`src/rtl/hazard.sv`:
```
// hazard: state type for the hazard controller
package hazard;
  typedef enum logic {RUN, MEM_WAIT} state_t;
endpackage

```
`src/rtl/rv32i_types.sv`:
```
// rv32i_types: shared RV32I register index and the control-word fields the hazard logic reads
package rv32i_types;
  typedef logic [4:0] rv32i_reg;
  typedef struct packed {
    logic read_mem;
    logic write_mem;
    logic write_reg;
  } rv32i_control_word;
endpackage

```
`src/rtl/hazard_sat_counter.sv`:
```
// hazard_sat_counter: saturating event counter
module hazard_sat_counter #(
  parameter int CNT_W = 32
) (
  input  logic             clk,
  input  logic             rst_n,
  input  logic             inc,
  output logic [CNT_W-1:0] count
);
  always_ff @(posedge clk or negedge rst_n)
    if (!rst_n) count <= '0;
    else if (inc && !(&count)) count <= count + 1'b1;
endmodule

```
`src/rtl/hazard_unit.sv`:
```
// hazard_unit: load-use bubble, cache-miss freeze and branch flush control; HAZARD_PERF_CNT_EN adds counters
module hazard_unit
  import rv32i_types::*;
  import hazard::*;
#(
  parameter int CNT_W = 32
) (
  input  logic              clk,
  input  logic              rst_n,
  input  rv32i_reg          rs1_id_IfId,
  input  rv32i_reg          rs2_id_IfId,
  input  rv32i_reg          rd_id_IdEx,
  input  rv32i_control_word control_word_IdEx,
  input  rv32i_control_word control_word_ExMem,
  input  logic              icache_read,
  input  logic              icache_resp,
  input  logic              dcache_resp,
  input  logic              br_taken_Ex,
  output logic              load_pc,
  output logic              load_IfId,
  output logic              load_IdEx,
  output logic              load_ExMem,
  output logic              load_MemWb,
  output logic              flush_IfId,
  output logic              flush_IdEx,
  output logic              stall_o
`ifdef HAZARD_PERF_CNT_EN
  ,
  output logic [CNT_W-1:0]  lu_cnt,
  output logic [CNT_W-1:0]  mem_cnt,
  output logic [CNT_W-1:0]  flush_cnt
`endif
);
  state_t state, state_nxt;
  logic i_done, d_done, dreq, i_wait, d_wait, mem_busy, lu_haz, unused_bits;
  assign dreq = control_word_ExMem.read_mem | control_word_ExMem.write_mem;
  assign i_wait = icache_read & ~(icache_resp | i_done);
  assign d_wait = dreq & ~(dcache_resp | d_done);
  assign mem_busy = i_wait | d_wait;
  assign lu_haz = control_word_IdEx.read_mem & control_word_IdEx.write_reg & (rd_id_IdEx != '0) &
                  (rd_id_IdEx == rs1_id_IfId | rd_id_IdEx == rs2_id_IfId);
  assign unused_bits = ^{control_word_IdEx.write_mem, control_word_ExMem.write_reg, 1'(CNT_W)};
  always_ff @(posedge clk or negedge rst_n)
    if (!rst_n) begin
      state  <= RUN;
      i_done <= 1'b0;
      d_done <= 1'b0;
    end else begin
      state  <= state_nxt;
      // an early response is held until the other side of a split miss completes
      i_done <= (i_done & ~(state == MEM_WAIT & ~mem_busy)) | (icache_read & icache_resp & d_wait);
      d_done <= (d_done & ~(state == MEM_WAIT & ~mem_busy)) | (dreq & dcache_resp & i_wait);
    end
  always_comb begin
    {load_pc, load_IfId, load_IdEx, load_ExMem, load_MemWb, flush_IfId, flush_IdEx, stall_o} = '0;
    state_nxt = mem_busy ? MEM_WAIT : RUN;
    if (!rst_n) state_nxt = RUN;
    else if (mem_busy) stall_o = 1'b1;
    else begin
      {load_pc, load_IfId} = {2{br_taken_Ex | ~lu_haz}};
      {load_IdEx, load_ExMem, load_MemWb} = '1;
      flush_IfId = br_taken_Ex;
      flush_IdEx = br_taken_Ex | lu_haz;
    end
  end
`ifdef HAZARD_PERF_CNT_EN
  hazard_sat_counter #(.CNT_W(CNT_W)) u_lu_cnt (
    .clk(clk), .rst_n(rst_n), .inc(flush_IdEx & ~flush_IfId), .count(lu_cnt));
  hazard_sat_counter #(.CNT_W(CNT_W)) u_mem_cnt (
    .clk(clk), .rst_n(rst_n), .inc(stall_o), .count(mem_cnt));
  hazard_sat_counter #(.CNT_W(CNT_W)) u_flush_cnt (
    .clk(clk), .rst_n(rst_n), .inc(flush_IfId), .count(flush_cnt));
`endif
endmodule

```
`config.mk`:
```
export PLATFORM = sky130hd
export DESIGN_NAME = hazard_unit
export DESIGN_NICKNAME = d
export VERILOG_FILES = /design/src/rtl/hazard.sv /design/src/rtl/rv32i_types.sv /design/src/rtl/hazard_sat_counter.sv /design/src/rtl/hazard_unit.sv
export SDC_FILE = /design/constraint.sdc
export NUM_CORES = 1
export LEC_CHECK = 0
export ABC_AREA = 0
export ABC_CLOCK_PERIOD_IN_PS = 3400
export CAP_MARGIN = 20
export CORE_AREA = 2 2 39 41
export CTS_CLUSTER_SIZE = 40
export DETAILED_ROUTE_END_ITERATION = 12
export DIE_AREA = 0 0 41 43
export PLACE_DENSITY = 0.73
export SETUP_SLACK_MARGIN = 0.3
export SYNTH_ARGS = -nofsm -noshare
export SYNTH_HDL_FRONTEND = slang
export SYNTH_HIERARCHICAL = 1
export SYNTH_SLANG_ARGS = --single-unit
```
`constraint.sdc`:
```
create_clock -name clk -period 3.4 [get_ports clk]
set_input_delay 0.51 -clock clk [delete_from_list [all_inputs] [get_ports clk]]
set_output_delay 0.51 -clock clk [all_outputs]
set_load 0.005 [all_outputs]
```
==> results.toml <==
[outcome]
status = "completed"

[hold_path]
min_path_type = "flop to flop"
hold_path_end = "i_done$_DFF_PN0_"
hold_depth = 1
hp-start = "state$_DFF_PN0_"

[cts]
htreeDepth = 1
clk_path_buf_depth = 2
clockRootBuffer = "clkbuf_4"
postCtsHoldBufs = 0
clock_sinks = 3
cts_resized = 0
worstSkewPairLatency_ns = 0.23
clkTransAtPathRegs_ns = 0.04
post_cts_buffers = 0
numCtsBuffers = 3
cts_tree = "yes"

[sta]
tightest_slew_ns = 0.2723
final-setup-viol-count = 0
slew_viol_final = 0
fin_worst_skew_ns = 0.0008247
fin_crit_ns = 2.894
fmax_mhz = 345.5
slew-limit-headroom_pct = 81.69
min_period_over_period_pct = 85.12
hold_viol_final = 0
fin_tns_setup_ns = 0
rsz0062_at_grt = "no"

[global_route]
antenna_found_initial = 0
grt_pass1_vias = 391
grt_util_all_layers_pct = 11.72
grt_max_degree = 7
grt_overflow_total = 0
grt_pass1_wl_mm = 1.435

[critical_path]
rrSetupSlack_ns = 2.21
slowest_stage = "clkdlybuf4s50_1"
path_max_fanout = 3
cp.required_ns = 2.89
r2r_cells = 2
path_cells = "clkdlybuf4s50_1, or3_1, o311a_1, inv_1, o31a_2, clkdlybuf4s50_1"
r2r_start = "i_done$_DFF_PN0_"
critPathLaunchType = "input pin"
arrival_ns = 2.38
crit_top_cell = "clkdlybuf4s50_1"
max_stage_delay_ns = 0.50
r2r_end = "state$_DFF_PN0_"
critical_path_class = "input pin to output port"
end_kind = "output port"

[floorplanning]
die_area_um2 = 1763
pin_count = 35
initial_utilization_pct = 24.14
core_area_um2 = 1384
die_w_um = 41
die_h_um = 43
rows = 14

[logic_synthesis]
ys_ff_latch = 3
synth_top_area_share_pct = 26.22
yosysSeqAreaShare_pct = 22.47
synth_edf_count = 0
synth.top_cells.by_area = "xor2_1 26%, dfrtp_1 22%, buf_4 6.7%, a21oi_1 4.5%, nor3_1 4.5%"
synth.avg_cell_area_um2 = 8.352
synth_most_common_cell = "xor2_1"
synth_nets = 67
yosys_warnings = 6
synthFlopType = "dfrtp_1"
synth_cells = 40
synth_top_area_cell = "xor2_1"
synth_cell_type_count = 19
synth.cell_area_um2 = 334.1
async_flop_share_pct = 100.0

[finish]
synthToLayoutAreaGrowth_pct = 103.0
diodes = 0
drive_gt1_share_pct = 8.219
fin_cells = 89
nets = 101

[run]
drv_cap = 0

[detailed_routing]
routed_wl_um = 959
drcViolationCount = 0
drtIter0Drc = 5
dr_total_vias = 398
firstDrtPassIters = 4
vias_per_cell = 4.472
wl_per_cell_um = 10.78
ant_nets = 0

[pwr]
leakage_nw = 0.2691
vdd_drop_max_uv = 108.5
pwr-share-seq_pct = 23.5
p_per_area_nw_per_um2 = 275.5
switchingPower_uw = 49.05
p_clk_share_pct = 34.0
p_sw_share_pct = 26.26
power_frac_comb_pct = 42.5
p_int_uw = 137.8

[placement]
placed_cells = 85
gp_congestion = 0.6726
dp_hpwl_um = 824.1
portBuffers = 32
## layer usage
metal / up-vias / part of all wire, % / GRT usage [%]
met2: 27 / 52 / 20.63
met3: 0 / 13 / 3.665
met1: 165 / 35 / 12.14
li1: 206 / - / -
met4: 0 / 0 / 4.000
met5: - / 0 / 0
## how the worst max path moves through the flow
stage	from	to	slack, ns	cells after the start
floorplan	rd_id_IdEx[0]	load_pc	1.45	5
global placement	rd_id_IdEx[0]	load_IfId	0.53	6
detailed placement	rd_id_IdEx[0]	load_IfId	0.51	6
CTS	rd_id_IdEx[0]	load_IfId	0.50	6
global route	rd_id_IdEx[1]	load_IfId	0.42	6
finish	rd_id_IdEx[0]	load_IfId	0.51	6
## worst max-delay path: cells and delay by family
family | cells | cell delay (ns)
compound gates | 2 | 0.45
buf+inv | 3 | 1.02
simple gates | 1 | 0.39
## power by group through the flow
stage | combinational [mW] | clock (mW) | sequential (mW)
floorplan | 0.0321 | 0 | 0.0435
global placement | 0.0791 | 0 | 0.0444
detailed placement | 0.0801 | 0 | 0.0447
CTS | 0.0807 | 0.0670 | 0.0441
global route | 0.0873 | 0.0697 | 0.0451
finish | 0.0793 | 0.0635 | 0.0440
## cell type report
class	instances	area [um2]
Inverter	2	7.507
Clock buffer	4	26.28
Tap cell	16	20.02
Multi-Input combinational cell	32	229.0
Fill cell	134	705.7
Timing Repair Buffer	32	320.3
Sequential cell	3	75.07
## layout by cell type (no fill, tap or decap), types with 2 or more instances in the layout
cell type	count
xor2_1	10
nor2_1	3
or3_1	2
inv_1	2
clkbuf_4	3
dfrtp_1	3
nor3_1	3
a21oi_1	3
clkdlybuf4s50_1	32
## flip-flops by register name, indices dropped and copies added, names as in the netlist
register	cells
d_done	1
i_done	1
state	1
## logic make-up (layout without fill, tap and decap cells)
logic type / count (synthesis) / count (layout) / synth area share (%)
xor gates and xnor gates: 10 / 10 / 26.22
and+or+nand+nor: 12 / 12 / 19.85
AOI/OAI and AO/OA: 10 / 10 / 22.47
DFF: 3 / 3 / 22.47
buffers and inverters: 5 / 38 / 8.989
## stage by stage
step	util, %	worst slack, ns	power (mW)	hold slack [ns]	cell area, um2
global route	49.01	0.4194	0.2022	0.4525	678.2
detailed placement	47.11	0.5090	0.1249	0.4399	651.9
finish	49.01	0.5060	0.1868	0.4357	678.2
global placement	47.11	0.5262	0.1235	0.4267	651.9
CTS	49.01	0.4981	0.1918	0.4392	678.2
floorplan	-	1.452	0.07559	0.2144	334.1
Power figures use the tool's default switching activity.
